`config.mk`:
```
export PLATFORM = sky130hd
export DESIGN_NAME = read_arbiter
export DESIGN_NICKNAME = d
export VERILOG_FILES = /design/src/rtl/uart_pkg.sv /design/src/rtl/read_arbiter.sv
export SDC_FILE = /design/constraint.sdc
export NUM_CORES = 1
export LEC_CHECK = 0
export ABC_AREA = 1
export ABC_CLOCK_PERIOD_IN_PS = 1540
export CELL_PAD_IN_SITES_DETAIL_PLACEMENT = 0
export CELL_PAD_IN_SITES_GLOBAL_PLACEMENT = 2
export CORE_ASPECT_RATIO = 0.6
export CORE_MARGIN = 2
export CORE_UTILIZATION = 36
export CTS_BUF_LIST = sky130_fd_sc_hd__clkbuf_8
export DETAILED_ROUTE_END_ITERATION = 6
export DONT_BUFFER_PORTS = 1
export PLACE_DENSITY = 0.8
export SYNTH_ARGS = -nofsm -noshare
export SYNTH_HDL_FRONTEND = slang
export SYNTH_SLANG_ARGS = --single-unit
```
`constraint.sdc`:
```
create_clock -name CLK_I -period 1.54 [get_ports CLK_I]
set_input_delay 0.231 -clock CLK_I [delete_from_list [all_inputs] [get_ports CLK_I]]
set_output_delay 0.231 -clock CLK_I [all_outputs]
set_load 0.05 [all_outputs]
```
`src/rtl/uart_pkg.sv`:
```
// uart_pkg: command and address widths plus command encodings shared by the
// UART debug link blocks.
//   CMDLENGTH  width of a command code
//   IRLENGTH   width of a register address
// CMDLENGTH + IRLENGTH equals 8, so that {command, address} fits in one byte.
package uart_pkg;
    localparam int CMDLENGTH = 3;
    localparam int IRLENGTH  = 5;

    localparam logic [CMDLENGTH-1:0] CMD_NOP       = 3'd0;
    localparam logic [CMDLENGTH-1:0] CMD_READ      = 3'd1;
    localparam logic [CMDLENGTH-1:0] CMD_WRITE     = 3'd2;
    localparam logic [CMDLENGTH-1:0] CMD_CONT_READ = 3'd3;
    localparam logic [CMDLENGTH-1:0] CMD_RESET     = 3'd4;
endpackage

```
`src/rtl/read_arbiter.sv`:
```
// read_arbiter: accepts read commands from the command decoder, fetches one
// register word and streams it LSB byte first to the UART transmitter.
// CMD_CONT_READ repeats the same read until another command arrives in the
// one-cycle gap between frames. CMD_RESET emits a one-cycle RESET_O pulse.
//
// Optional feature: define READ_ARBITER_HEADER_EN to precede every frame with
// one header byte {latched command, latched address}.
//
// Ports
//   CLK_I, RST_NI            clock, asynchronous active-low reset
//   VALID_I/READY_O          command handshake, CMD_I + ADDRESS_I
//   REG_VALID_O/REG_READY_I  register read request, REG_ADDR_O / REG_DATA_I
//   TX_VALID_O/TX_READY_I    byte stream to the transmitter, TX_DATA_O
//   RESET_O                  one-cycle debug-link reset pulse
module read_arbiter
    import uart_pkg::*;
#(
    parameter int DATA_WIDTH = 32
) (
    input  logic                  CLK_I,
    input  logic                  RST_NI,
    input  logic                  VALID_I,
    output logic                  READY_O,
    input  logic [CMDLENGTH-1:0]  CMD_I,
    input  logic [IRLENGTH-1:0]   ADDRESS_I,
    output logic                  REG_VALID_O,
    input  logic                  REG_READY_I,
    output logic [IRLENGTH-1:0]   REG_ADDR_O,
    input  logic [DATA_WIDTH-1:0] REG_DATA_I,
    output logic                  TX_VALID_O,
    input  logic                  TX_READY_I,
    output logic [7:0]            TX_DATA_O,
    output logic                  RESET_O
);
    localparam int NBYTES = (DATA_WIDTH + 7) / 8;
    localparam int BUFW   = NBYTES * 8;
    localparam int IDXW   = $clog2(NBYTES + 1);

`ifdef READ_ARBITER_HEADER_EN
    typedef enum logic [2:0] {ST_IDLE, ST_REQ, ST_SEND, ST_GAP, ST_HEADER} state_t;
    localparam state_t FRAME_START = ST_HEADER;
`else
    typedef enum logic [2:0] {ST_IDLE, ST_REQ, ST_SEND, ST_GAP} state_t;
    localparam state_t FRAME_START = ST_REQ;
`endif

    state_t               r_state, w_state_next;
    logic [CMDLENGTH-1:0] r_cmd, w_cmd_next;
    logic [IRLENGTH-1:0]  r_addr, w_addr_next;
    logic [BUFW-1:0]      r_data, w_data_next;
    logic [IDXW-1:0]      r_idx, w_idx_next;
    logic                 r_hold, w_hold_next;
    logic                 r_reset, w_reset_next;
    logic                 r_alive;

    logic                 w_ready;
    logic                 w_accept;
    logic                 w_last;
    logic [7:0]           w_byte;
    logic [BUFW-1:0]      w_data_ext;

    // Zero-pads the final byte above DATA_WIDTH.
    assign w_data_ext = BUFW'(REG_DATA_I);
    assign w_last     = (r_idx == IDXW'(NBYTES - 1));

    // r_alive keeps READY_O low until the first edge after reset release;
    // r_hold keeps it low for the cycle after any accepted command, even when
    // the command is discarded and the FSM stays in ST_IDLE.
    assign w_ready  = r_alive && !r_hold && (r_state == ST_IDLE || r_state == ST_GAP);
    assign w_accept = w_ready && VALID_I;

    always_comb begin
        w_byte = 8'h00;
        for (int i = 0; i < NBYTES; i++) begin
            if (r_idx == IDXW'(i)) begin
                w_byte = r_data[i*8 +: 8];
            end
        end
    end

    always_ff @(posedge CLK_I or negedge RST_NI) begin
        if (!RST_NI) begin
            r_state <= ST_IDLE;
            r_cmd   <= CMD_NOP;
            r_addr  <= '0;
            r_data  <= '0;
            r_idx   <= '0;
            r_hold  <= 1'b0;
            r_reset <= 1'b0;
            r_alive <= 1'b0;
        end else begin
            r_state <= w_state_next;
            r_cmd   <= w_cmd_next;
            r_addr  <= w_addr_next;
            r_data  <= w_data_next;
            r_idx   <= w_idx_next;
            r_hold  <= w_hold_next;
            r_reset <= w_reset_next;
            r_alive <= 1'b1;
        end
    end

    always_comb begin
        w_state_next = r_state;
        w_cmd_next   = r_cmd;
        w_addr_next  = r_addr;
        w_data_next  = r_data;
        w_idx_next   = r_idx;
        w_hold_next  = 1'b0;
        w_reset_next = 1'b0;

        if (w_accept) begin
            // Only reachable from ST_IDLE or ST_GAP; a command in the gap
            // always ends the current continuous read.
            w_hold_next = 1'b1;
            case (CMD_I)
                CMD_READ, CMD_CONT_READ: begin
                    w_cmd_next   = CMD_I;
                    w_addr_next  = ADDRESS_I;
                    w_idx_next   = '0;
                    w_state_next = FRAME_START;
                end
                CMD_RESET: begin
                    w_cmd_next   = CMD_NOP;
                    w_reset_next = 1'b1;
                    w_state_next = ST_IDLE;
                end
                default: begin
                    w_state_next = ST_IDLE;
                end
            endcase
        end else begin
            case (r_state)
                ST_IDLE: begin
                end
                ST_GAP: begin
                    w_state_next = FRAME_START;
                end
`ifdef READ_ARBITER_HEADER_EN
                ST_HEADER: begin
                    if (TX_READY_I) begin
                        w_state_next = ST_REQ;
                    end
                end
`endif
                ST_REQ: begin
                    if (REG_READY_I) begin
                        w_data_next  = w_data_ext;
                        w_idx_next   = '0;
                        w_state_next = ST_SEND;
                    end
                end
                ST_SEND: begin
                    if (TX_READY_I) begin
                        if (w_last) begin
                            w_idx_next   = '0;
                            w_state_next = (r_cmd == CMD_CONT_READ) ? ST_GAP : ST_IDLE;
                        end else begin
                            w_idx_next = r_idx + IDXW'(1);
                        end
                    end
                end
                default: begin
                    w_state_next = ST_IDLE;
                end
            endcase
        end
    end

    always_comb begin
        READY_O     = w_ready;
        REG_VALID_O = (r_state == ST_REQ);
        REG_ADDR_O  = r_addr;
        RESET_O     = r_reset;
        TX_VALID_O  = 1'b0;
        TX_DATA_O   = 8'h00;
        if (r_state == ST_SEND) begin
            TX_VALID_O = 1'b1;
            TX_DATA_O  = w_byte;
        end
`ifdef READ_ARBITER_HEADER_EN
        if (r_state == ST_HEADER) begin
            TX_VALID_O = 1'b1;
            TX_DATA_O  = {r_cmd, r_addr};
        end
`endif
    end
endmodule

```
-- Word-level counts from Yosys, hierarchy flattened
Cells that the tools add are included.
- register bits: 49
- bits of input ports: 45
- output and inout bits: 17
- logic and storage cells: 63
- add/sub/neg operators: 1
- equality and inequality tests: 15
- multiplexer cells: 23
- bitwise logic cells: 1
- reduce and logical (&&, ||, !) cells: 15
- operators by type and width (kind ; number):
    8-bit two-way mux ; 5
    3-bit two-way mux ; 9
    3-bit by 2-bit == test with 1-bit output (second input constant) ; 6
    3-bit one-hot mux with 2 select lines ; 2
    3-bit one-hot mux with 4 select lines ; 1
    3-bit by 1-bit == test with 1-bit output (second input constant) ; 3
    4-bit AND reduction ; 2
    3-bit logical NOT ; 2
    3-bit != test (second input constant) ; 2
    1-bit two-way mux ; 5
    2-bit AND reduction ; 2
    3-bit by 1-bit adder with 3-bit output (second input constant) ; 1
    3-bit == test (second input constant) ; 1
    1-bit logical AND ; 3
    3-bit by 1-bit != test with 1-bit output (second input constant) ; 1
    3-bit AND reduction ; 1
    3-bit nonzero test ; 1
    2-bit two-way mux ; 1
    2-bit by 1-bit != test with 1-bit output (second input constant) ; 1
    2-bit != test (second input constant) ; 1
    2-bit nonzero test ; 1
    2-bit OR reduction ; 1
    1-bit logical NOT ; 1
    1-bit logical OR ; 1
    1-bit NOT ; 1

-- Logic depth before layout (Yosys ltp)
- word-level depth: 6
- depth in mapped cells: 10
- mapped depth without buffers: 10

-- Least setup slack after synthesis
OpenSTA, ideal clock, no wires.
- kind: reg-to-output
- start: reg r_state[0]
- end: out TX_DATA_O[1]
- arrival: 2.185 ns
- required time: 1.309 ns
- slack: -0.876 ns
- stages on the path, launching flop included: 6
- path buffers: 1
- cell sequence: dfrtp_1 -> inv_1 -> ha_1 -> clkbuf_2 -> o21ai_0 -> a21oi_1
- longest elaborated chain between the ends: 2
- RTL lines (item ; RTL line ; RTL):
    from (decl) ; read_arbiter.sv:47 ; state_t r_state, w_state_next;
    from (signal assigned) ; read_arbiter.sv:92 ; r_state <= w_state_next;
    3-bit by 2-bit == test with 1-bit output ; read_arbiter.sv:177 ; if (r_state == ST_SEND) begin
    8-bit two-way mux ; read_arbiter.sv:177 ;
    to (decl) ; read_arbiter.sv:32 ; output logic [7:0] TX_DATA_O,
No other way between the ends.

-- Worst setup path after layout
- start: reg r_idx[1]
- end: out TX_DATA_O[5]
- longest elaborated chain between the ends: 6
- elaborated cells on any way between the ends: 9
- classes of those cells: eq/ne: 3; mux: 5; reduce/logical: 1
- RTL lines (item ; RTL line ; RTL):
    from (decl) ; read_arbiter.sv:51 ; logic [IDXW-1:0] r_idx, w_idx_next;
    from (signal assigned) ; read_arbiter.sv:96 ; r_idx <= w_idx_next;
    3-bit logical NOT ; read_arbiter.sv:75 ; if (r_idx == IDXW'(i)) begin
    8-bit two-way mux (3 in a row) ; read_arbiter.sv:75 ;
    8-bit two-way mux (*) ; read_arbiter.sv:75 ;
    8-bit two-way mux (*) ; read_arbiter.sv:177 ;
Mark *: on every way between the ends. The rest lies on a longest branch, timed or not.

==> reports/qor.tcl <==
set qor(status) {finished with violations}
set qor(violations) {negative setup slack}
set qor(min_delay_src) {ADDRESS_I[4]}
set qor(vdd_ir_drop_max_uv) 1104
set qor(worstMarginPinSlew_ns) 0.5098
set qor(critPathBufInv) 3
set qor(finalSetupViolCount) 49
set qor(crit-reg2reg-launch) {r_state[1]}
set qor(ys_ff_latch) 48
set qor(layout-drive-gt1-share) 0.5642
set qor(proportion_of_total_power_due_to_net_switching) 0.3730
set qor(layout_worst_path_cycle_share) 1.335
set qor(post_synth_inst_count) 248
set qor(timing.critical_path.from_type) {flop}
set qor(cts-root-to-sink-buffers) 2
set qor(worst_path_slowest_cell) {dfrtp_1}
set qor(post-route-min-period_ns) 2.056
set qor(dpl.cell_count) 357
set qor(flop_pwr_share) 0.376
set qor(drt_iter0_markers) 60
set qor(route.detailed.vias_per_inst) 5.026
set qor(areaGrowthSynthToFinish_pct) 58.10
set qor(regToRegSetupSlack_ns) -0.08
set qor(synth.yosys.warnings) 0
set qor(power.density_nw_per_um2) 1658
set qor(clock.fmax_ghz) 0.4864
set qor(route.antenna.remaining_nets) 0
set qor(synthesized_nets) 302
set qor(gp_congestion) 0.7593
set qor(htree_levels) 2
set qor(detailedPlace.worstSlack_ns) -0.1909
set qor(min_delay_worst_endpoint) {REG_ADDR_O[4]}
set qor(worst_skew_pair.late_latency_ns) 0.32
set qor(grtUsageTotal) 0.1876
set qor(worst-endpoint-required_ns) 1.31
set qor(grt_max_degree) 49
set qor(synth.lib_cells_used.distinct) 21
set qor(place.detailed.hpwl_um) 4032
set qor(die_w_um) 109.4
set qor(synth_cell_area_um2) 2401
set qor(power_report.internal_total_mw) 3.947
set qor(switching_power_mw) 2.348
set qor(unrepaired_setup_endpoints_after_global_routing) {true}
set qor(start_util) 0.3826
set qor(seq_area_frac_synth) 0.5003
set qor(timing_max_transition_violations_final) 0
set qor(regToRegEndpoint) {r_data[6]}
set qor(critical_path_arrival_ns) 1.82
set qor(finalClockSkew_ns) 0.005759
set qor(power_frac_comb) 0.445
set qor(clock_tree_from_tritoncts) {built}
set qor(via_count_of_the_first_global_routing_pass) 1911
set qor(wirelength_per_cell_um) 17.49
set qor(clkTransAtPathRegs_ns) 0.10
set qor(initial_antenna_violation_count) 0
set qor(cell_family_contributing_the_most_delay_on_the_critical_path) {simple AND/OR/NAND/NOR gates}
set qor(slew_hr) 0.6601
set qor(numClockSinks) 48
set qor(hold_viol_final) 0
set qor(cts.root.buffer_cell) {clkbuf_8}
set qor(mostFrequentLayoutCells) {dfrtp_1 (48), nand2_1 (36), mux2_4 (31), buf_4 (17), nand2_2 (16)}
set qor(leakagePower_nw) 1.823
set qor(finalPower_mw) 6.295
set qor(routed_wl_um) 6645
set qor(r2r_depth) 8
set qor(drcViolationCount) 0
set qor(timing.hold.worst_path_depth) 2
set qor(max_cap_viols) 0
set qor(cpMostUsedCell) {nand2_2}
set qor(num-nets-final) 349
set qor(core_area_um2) 6276
set qor(layoutNonFillerInstCount) 380
set qor(overflow) 0
set qor(grt_first_pass_wirelength_um) 9970
set qor(top_level_ports) 62
set qor(detailroute.via_count) 1910
set qor(worst-path-max-fanout) 8
set qor(antennaDiodeCount) 0
set qor(cts_made_buffers) 5
set qor(drt_pre_antenna_iters) 4
set qor(power.clock.fraction) 0.180
set qor(timing.critical_path.slowest_cell_delay_ns) 0.41
set qor(dieArea_um2) 7360
set qor(avg_synthesized_cell_area_um2) 9.682
set qor(crit_type) {reg -> out}
set qor(timing.critical_path.cells) {inv_2, ha_4, inv_4, nor2_4, nand2_2, nand3_2, nand2_2, a21oi_4, buf_12}
set qor(layout.cells.most_common) {dfrtp_1}
set qor(portbufs) 0
set qor(critPathCaptureType) {primary output}
set qor(hold_path.class) {in -> reg}
set qor(die_h_um) 67.26
set qor(layout_setup_ws_ns) -0.5157
set qor(placementRows) 22
-- synthesized netlist by cell type --
master | number | area (µm²)
nor2_1 | 9 | 33.78
buf_6 | 1 | 11.26
mux2_2 | 32 | 360.4
o21ai_0 | 12 | 60.06
ha_1 | 9 | 112.6
nand4_2 | 1 | 12.51
or2_1 | 2 | 12.51
nand3_1 | 30 | 150.1
inv_2 | 3 | 11.26
buf_4 | 1 | 7.510
or2_2 | 7 | 43.79
conb_1 | 1 | 3.750
dfrtp_1 | 48 | 1201
o21ai_1 | 1 | 5.000
buf_2 | 4 | 20.02
clkbuf_2 | 1 | 5.000
a21oi_1 | 8 | 40.04
nand2_1 | 54 | 202.7
nor2_2 | 3 | 18.77
nand2_2 | 4 | 25.02
inv_1 | 17 | 63.81
-- how the worst max path moves through the flow --
stage | endpoint | startpoint | slack [ns] | depth (start not counted)
final | TX_DATA_O[5] | r_idx[1] | -0.52 | 9
after global routing | TX_DATA_O[5] | r_idx[1] | -0.59 | 9
after CTS | TX_DATA_O[6] | r_idx[0] | -0.52 | 10
after detailed placement | TX_DATA_O[2] | r_idx[0] | -0.19 | 7
after global placement | TX_DATA_O[2] | r_idx[0] | -0.16 | 7
after floorplan | TX_DATA_O[0] | r_state[0] | -0.07 | 5
-- cell families (layout without fill, tap and decap cells) --
group / count (synthesis) / in the layout / synth area share
compound gates: 21 / 21 / 0.04377
fa+ha+maj: 9 / 9 / 0.04690
buf+inv: 27 / 73 / 0.04950
flops: 48 / 48 / 0.5003
mux: 32 / 32 / 0.1501
other cells: 1 / 1 / 0.001562
simple gates: 110 / 112 / 0.2079
-- repair_timing --
action                                  CTS  global route
hold buffers                              2             0
gates cloned                              4             1
buffers inserted                          6             5
hold endpoints to repair                 48             0
endpoints found under the setup margin   30            47
pin swaps                                24            24
gates resized for setup                  68            64
-- area by class of cell --
class                      instances  area, µm²
tap                               84      105.1
multi-input combinational        175       1650
fill                             511       2480
clock buffer                       5      68.82
clock inverter                     3      68.82
inverter                          20      85.08
timing repair buffer              45      616.8
sequential                        48       1201
-- per-layer routing --
layer / vias to the layer above / track usage / wire length, µm
li1: 913 / - / -
met3: 11 / 0.06757 / 491
met1: 944 / 0.2636 / 3239
met5: - / 0 / 0
met4: 0 / 0.06804 / 122
met2: 42 / 0.2654 / 2792
-- flip-flops by register name (all words and copies together), names as in the netlist --
name,flops
r_data,32
REG_ADDR_O,5
r_cmd,3
r_idx,3
r_state,2
RESET_O,1
r_alive,1
r_hold,1
-- through the flow --
stage	setup TNS [ns]	utilization	cell area (µm²)	hold slack [ns]
after floorplan	-0.6221	-	2556	-0.06459
after global placement	-1.419	0.4739	2974	-0.06384
after detailed placement	-1.490	0.4739	2974	-0.06385
after CTS	-4.798	0.5626	3531	0.03797
after global routing	-9.152	0.6049	3796	0.03511
final	-6.109	0.6049	3796	0.04222
-- power by group through the flow --
| stage | sequential (mW) | combinational (mW) | clock [mW] |
|---|---|---|---|
| 2_1_floorplan | 2.23 | 1.37 | 0 |
| 3_3_place_gp | 2.32 | 1.82 | 0 |
| 3_5_place_dp | 2.32 | 1.85 | 0 |
| 4_1_cts | 2.32 | 2.37 | 1.16 |
| 5_1_grt | 2.43 | 3.01 | 1.21 |
| 6_report | 2.36 | 2.80 | 1.13 |
-- worst register-to-register path, stage by stage, from the launching register on --
cell and delay (ns):
dfrtp_1 0.38, buf_6 0.11, inv_4 0.03, buf_6 0.10
buf_6 0.12, ha_4 0.17, nand2_8 0.11, clkbuf_16 0.20
mux2_4 0.30
Power figures use the tool's default switching activity.
